File: src/rtl/rr_fifo_sched.sv
// Round-robin scheduler draining NPORT source FIFOs into one destination.
// Grants are held for up to BURST words; ownership moves round-robin
// starting after the most recent owner. The owner loses its grant early
// if its FIFO runs dry. Destination backpressure stalls the grant in
// place, with no timeout.
module rr_fifo_sched #(
  parameter int NPORT  = 4,
  parameter int PWIDTH = 2,
  parameter int DWIDTH = 8,
  parameter int BURST  = 4,
  parameter int BWIDTH = 3
) (
  input  logic                    clk,
  input  logic                    reset,
  input  logic [NPORT-1:0]        src_rdy,
  input  logic [NPORT*DWIDTH-1:0] src_dout,
  output logic [NPORT-1:0]        src_pop,
  input  logic                    dst_not_full,
  output logic                    dst_push,
  output logic [DWIDTH-1:0]       dst_din,
  output logic                    grant_valid,
  output logic [PWIDTH-1:0]       grant_id,
  output logic [15:0]             xfer_cnt
);

  typedef enum logic {IDLE, SERVE} state_t;

  state_t              state_q, state_d;
  logic [PWIDTH-1:0]   owner_q, owner_d;
  logic [PWIDTH-1:0]   last_q, last_d;
  logic [BWIDTH-1:0]   bcnt_q, bcnt_d;
  logic [15:0]         xfer_cnt_q;

  logic                arb_found;
  logic [PWIDTH-1:0]   arb_win;
  logic [PWIDTH-1:0]   cand;
  logic                xfer;
  logic                rearb;

  // Round-robin search: last+1, last+2, ... with last itself checked last
  always_comb begin
    arb_found = 1'b0;
    arb_win   = '0;
    cand      = '0;
    for (int unsigned k = 0; k < NPORT; k++) begin
      cand = PWIDTH'((32'(last_q) + k + 1) % NPORT);
      if (!arb_found && src_rdy[cand]) begin
        arb_found = 1'b1;
        arb_win   = cand;
      end
    end
  end

  // A word moves only when the owner has data and the destination has room
  assign xfer = (state_q == SERVE) && src_rdy[owner_q] && dst_not_full;

  // Datapath strobes and data mux for the current owner
  always_comb begin
    src_pop = '0;
    dst_din = '0;
    for (int unsigned i = 0; i < NPORT; i++) begin
      if (owner_q == PWIDTH'(i)) begin
        src_pop[i] = xfer;
        dst_din    = src_dout[i*DWIDTH +: DWIDTH];
      end
    end
  end

  assign dst_push    = xfer;
  assign grant_valid = (state_q == SERVE);
  assign grant_id    = (state_q == SERVE) ? owner_q : '0;
  assign xfer_cnt    = xfer_cnt_q;

  // Next-state: burst accounting, stall hold and re-arbitration
  always_comb begin
    state_d = state_q;
    owner_d = owner_q;
    last_d  = last_q;
    bcnt_d  = bcnt_q;
    rearb   = 1'b0;
    case (state_q)
      IDLE: rearb = 1'b1;
      SERVE: begin
        if (!src_rdy[owner_q]) begin
          rearb = 1'b1;
        end else if (dst_not_full) begin
          if (bcnt_q == BWIDTH'(BURST - 1)) begin
            rearb = 1'b1;
          end else begin
            bcnt_d = bcnt_q + 1'b1;
          end
        end
      end
      default: state_d = IDLE;
    endcase
    if (rearb) begin
      if (arb_found) begin
        state_d = SERVE;
        owner_d = arb_win;
        last_d  = arb_win;
        bcnt_d  = '0;
      end else begin
        state_d = IDLE;
        owner_d = '0;
        bcnt_d  = '0;
      end
    end
  end

  // State registers; async reset parks on IDLE so port 0 wins first
  always_ff @(posedge clk or posedge reset) begin
    if (reset) begin
      state_q    <= IDLE;
      owner_q    <= '0;
      last_q     <= PWIDTH'(NPORT - 1);
      bcnt_q     <= '0;
      xfer_cnt_q <= '0;
    end else begin
      state_q <= state_d;
      owner_q <= owner_d;
      last_q  <= last_d;
      bcnt_q  <= bcnt_d;
      if (dst_push) xfer_cnt_q <= xfer_cnt_q + 16'd1;
    end
  end

endmodule

File: config.mk
export PLATFORM = sky130hd
export DESIGN_NAME = rr_fifo_sched
export DESIGN_NICKNAME = d
export VERILOG_FILES = /design/src/rtl/rr_fifo_sched.sv
export SDC_FILE = /design/constraint.sdc
export NUM_CORES = 1
export LEC_CHECK = 0
export BUFFER_PORTS_ARGS = -buffer_cell sky130_fd_sc_hd__buf_2
export CAP_MARGIN = 0
export CORE_ASPECT_RATIO = 0.9
export CORE_MARGIN = 5
export CORE_UTILIZATION = 45
export CTS_CLUSTER_DIAMETER = 150
export DETAILED_ROUTE_END_ITERATION = 8
export PLACE_DENSITY = 0.83
export SLEW_MARGIN = 40
export SYNTH_ARGS = -nofsm -noshare
export SYNTH_HDL_FRONTEND = slang
export SYNTH_SLANG_ARGS = --single-unit
File: constraint.sdc
create_clock -name clk -period 5.02 [get_ports clk]
set_input_delay 0.251 -clock clk [delete_from_list [all_inputs] [get_ports clk]]
set_output_delay 0.251 -clock clk [all_outputs]
set_load 0.005 [all_outputs]
== Yosys cells after proc, flatten, opt, wreduce, memory -nomap -nowiden ==
Cells that the tools add are included.

* Magnitude comparators: 5
* Multiplexer cells: 38
* Add/sub/neg operators: 8
* Bitwise logic cells: 1
* Reductions and logical operators: 14
* Equal/unequal tests: 5

{| class="wikitable"
|+ Operators with widths
! kind !! count
|-
| 8-bit two-way mux || 4
|-
| 1-bit two-way mux || 17
|-
| 16-bit by 1-bit adder with 16-bit output (second input constant) || 1
|-
| 2-bit by 3-bit less-than comparator with 1-bit output (second input constant) || 5
|-
| 3-bit two-way mux || 5
|-
| 2-bit two-way mux || 6
|-
| 1-bit binary-select mux with 2-bit select || 5
|-
| 2-bit by 1-bit adder with 2-bit output (second input constant) || 4
|-
| 2-bit nonzero test || 3
|-
| 1-bit logical AND || 5
|-
| 2-bit adder (second input constant) || 2
|-
| 2-bit equality test (second input constant) || 2
|-
| 4-bit AND reduction || 1
|-
| 3-bit by 1-bit adder with 3-bit output (second input constant) || 1
|-
| 3-bit by 2-bit equality test with 1-bit output (second input constant) || 1
|-
| 1-bit zero test || 3
|-
| 2-bit by 1-bit equality test with 1-bit output (second input constant) || 1
|-
| 2-bit zero test || 1
|-
| 2-bit != test (second input constant) || 1
|-
| 1-bit case mux with 2 select lines || 1
|-
| 2-bit AND reduction || 1
|-
| 1-bit inverter || 1
|}

* Output and inout bits: 32
* Bits in registers: 24
* Bits of input ports: 39

== Depth between registers and ports, before layout ==
* Depth in word-level cells: 14
* Depth in mapped cells: 7
* Gate-level depth less buffers: 5

== Worst setup path after synthesis ==
No wires, ideal clock.

* Path kind: flip-flop to flip-flop
* Start: register owner_q[0]
* End: register owner_q[0]
* Slack: 3378 ps
* Setup time: 125 ps
* Cell stages (with the launch flop): 6
* Clock period less this slack: 1642 ps
* Arrival time: 1517 ps
* Path through: dfrtp_1 -> buf_6 -> mux2_2 -> a22oi_2 -> or2_2 -> mux2_2

* Word-level cells in the longest chain between the ends: 4

{| class="wikitable"
|+ RTL lines
! item !! RTL line !! RTL
|-
| from (decl) || 29 || <nowiki>logic [PWIDTH-1:0] owner_q, owner_d;</nowiki>
|-
| from (signal assigned) || 120 || <nowiki>owner_q <= owner_d;</nowiki>
|-
| 1-bit binary-select mux with 2-bit select || 84 || <nowiki>if (!src_rdy[owner_q]) begin</nowiki>
|-
| 1-bit two-way mux (not written as such) || 84 ||
|-
| 1-bit two-way mux || 84 ||
|-
| 1-bit case mux with 2 select lines || 81 || <nowiki>case (state_q)</nowiki>
|}

No other way between the ends. The select of a mux whose other input is x is not followed.
A chain may end at the register's enable or synchronous reset.

== Worst setup path after layout ==
* Start: register owner_q[0]
* End: output port dst_push

* Word-level cells in the longest chain between the ends: 4

{| class="wikitable"
|+ RTL lines
! item !! RTL line !! RTL
|-
| 1-bit binary-select mux with 2-bit select || 55 || <nowiki>assign xfer = (state_q == SERVE) && src_rdy[owner_q] && dst_not_full;</nowiki>
|-
| 1-bit two-way mux (not written as such) || 55 ||
|-
| 1-bit logical AND (2 in series) || 55 ||
|-
| to (decl) || 19 || <nowiki>output logic dst_push,</nowiki>
|}

No other way between the ends. The select of a mux whose other input is x is not followed.

==> impl_metrics.toml <==
[final_layout]
areaGrowthSynthToFinish_pct = 28.33
nNetsFinal = 245
antenna_cells = 0
drive_above_1_share = 0.4505
finalInstanceArea_sq_um = 1882

[yosys]
avgSynthCellArea_sq_um = 11.03
synthFlopType = "dfrtp_1"
synth_seq_cells = 24
ys_warn_count = 0
syn_area_sq_um = 1466
synth_cells = 133
yosysSeqAreaShare = 0.4113
synth-edff-count = 0
synth_commonest_cells = "dfrtp_1 (22), xnor2_1 (14), nor2_1 (10)"
async_flop_share = 1.000
ys_top_cells_by_area = "dfrtp_1 (38%), mux4_2 (12%), xnor2_1 (8.4%), dfstp_2 (3.6%), nand4_1 (3.4%)"
synth_cell_types = 36
synth.largest_area_cell = "dfrtp_1"
synth_top_area_share = 0.3754
synth_most_common_cell = "dfrtp_1"
syn_nets = 175

[sta]
rsz0062_at_grt = "no"
tns_ns = 0
maxSlewHeadroom = 0.5523
min_period_over_period = 0.4943
setup_viol = 0
clock-skew-final_ns = 0.01037
finalCriticalPeriod_ns = 2.482
tightest_slew_ns = 0.6715
drv_slew = 0
finalHoldViolCount = 0
fmax_mhz = 403.0

[min_path]
hold_path_class = "primary input to flip-flop"
min-delay-start = "src_rdy[2]"

[floorplan]
die_area_sq_um = 4502
start_util = 0.4745
die_w_um = 70.17
io-pin-count = 71
dieHeight_um = 64.16
core-area_sq_um = 3090
fp-row-count = 19

[cts]
cts_buffer_depth = 2
cts_resized = 0
clk_latency_ns = 0.32
ctsRootBufferMaster = "clkbuf_4"
cts_tree = "done"
postCtsHoldBufs = 1
cts_num_sinks = 24
postCtsSetupBuffers = 0
htreeDepth = 1
cts_buffers = 3
clkTransAtPathRegs_ns = 0.13

[place]
portBuffers = 70
dp_hpwl_mm = 2.850
placed_cell_area_sq_um = 1819
gp_congestion = 0.8593

[routing]
met1_length_mm = 1.445
ant_nets = 0
wirelength_mm = 3.637
dr_wl_met2_mm = 1.778
avgViaCountPerCell = 5.525
routed.top_layer = "met4"
drc = 0
dr_wl_met3_um = 402
wl_per_cell_um = 14.91
vias = 1348
drtIter0Drc = 37
drtPass1Iterations = 4

[grt]
overflow = 0
antenna_found_initial = 0
grt_start_max_net_pins = 25
grt_usage = 0.1624
grt_pass1_wl_mm = 5.947
grt_pass1_vias = 1324

[run]
drv_cap = 0

[power]
p_sw_uw = 295.3
power.leakage_nw = 0.9241
power.internal_uw = 530.9
clockPowerShare = 0.173
swShare = 0.3574
seqPwrFrac = 0.397
p_per_area_nw_per_um2 = 439.1
pwr-share-comb = 0.430
irDropWorstVdd_uv = 283.0

[critical_path]
crit_required_ns = 4.77
cp-start-kind = "flip-flop"
startpoint = "owner_q[0]"
r2r_start = "owner_q[0]"
crit_type = "flip-flop to primary output"
ff2ff_setup_slack_ns = 2.85
cp_max_fo = 17
cp-end-kind = "primary output"
cp.arrival_ns = 2.23

[outcome]
status = "finished clean"
## registers in the layout, indices dropped and copies added, names as in the netlist
register,flops
bcnt_q,3
last_q,2
xfer_cnt,16
grant_valid,1
owner_q,2
## per-layer routing
| metal | GRT usage | vias up |
|---|---|---|
| li1 | - | 628 |
| met1 | 0.1869 | 652 |
| met2 | 0.2913 | 66 |
| met3 | 0.06426 | 2 |
| met4 | 0.02632 | 0 |
| met5 | 0 | - |
## cells by family after synthesis
family | Yosys count | synth area share
muxes | 12 | 0.1561
xor gates and xnor gates | 15 | 0.08959
adders and majority gates | 3 | 0.02560
AOI/OAI and AO/OA | 15 | 0.07594
DFF | 24 | 0.4113
and+or+nand+nor | 53 | 0.1946
buffers and inverters | 11 | 0.04692
## worst max-delay path, stage by stage (launching register included)
cell	delay, ns
dfrtp_1	0.78
mux2_4	0.29
a32o_1	0.60
buf_2	0.23
## power groups by stage
| stage | logic, mW | clock network, mW | registers (mW) |
|---|---|---|---|
| after floorplan | 0.301 | 0 | 0.285 |
| after detailed placement | 0.359 | 0 | 0.332 |
| after global placement | 0.350 | 0 | 0.329 |
| after global routing | 0.392 | 0.152 | 0.342 |
| after CTS | 0.361 | 0.145 | 0.329 |
| final | 0.356 | 0.143 | 0.328 |
## layout by cell type, fill, tap and decap left out, types with 5 or more instances in the layout
master	netlist	layout
and3_1	6	6
buf_2	1	70
dfrtp_1	22	22
mux4_2	8	8
nand2_1	8	8
nand3_1	5	5
nand4_1	8	8
nor2_1	10	10
xnor2_1	14	14
## worst paths after layout
check	end	cells past startpoint
setup / recovery	dst_push	3
hold reg to reg	xfer_cnt[15]	1
setup reg to reg	xfer_cnt[1]	3
max in group asynchronous	last_q[1]	3
min in group asynchronous	xfer_cnt[9]	3
hold / removal	grant_valid	2
## stage by stage
| step | worst slack [ns] | hold slack, ns | power (mW) | utilization | cells |
|---|---|---|---|---|---|
| floorplan | 3.378 | 0.2641 | 0.5864 | - | 133 |
| global placement | 2.906 | 0.4582 | 0.6798 | 0.5887 | 239 |
| detailed placement | 2.834 | 0.3110 | 0.6911 | 0.5887 | 239 |
| CTS | 2.505 | 0.1857 | 0.8341 | 0.6089 | 244 |
| global route | 2.351 | 0.1994 | 0.8865 | 0.6089 | 244 |
| finish | 2.538 | 0.1935 | 0.8262 | 0.6089 | 244 |
## area by class of cell
| class | instances | area, sq um |
|---|---|---|
| multi-input combinational | 98 | 794.5 |
| fill | 280 | 1209 |
| clock buffer | 3 | 22.52 |
| tap | 42 | 52.55 |
| clock inverter | 1 | 30.03 |
| sequential | 24 | 603.1 |
| timing repair buffer | 71 | 360.3 |
| inverter | 5 | 18.77 |
No activity file was read; power rests on OpenSTA's default activity.
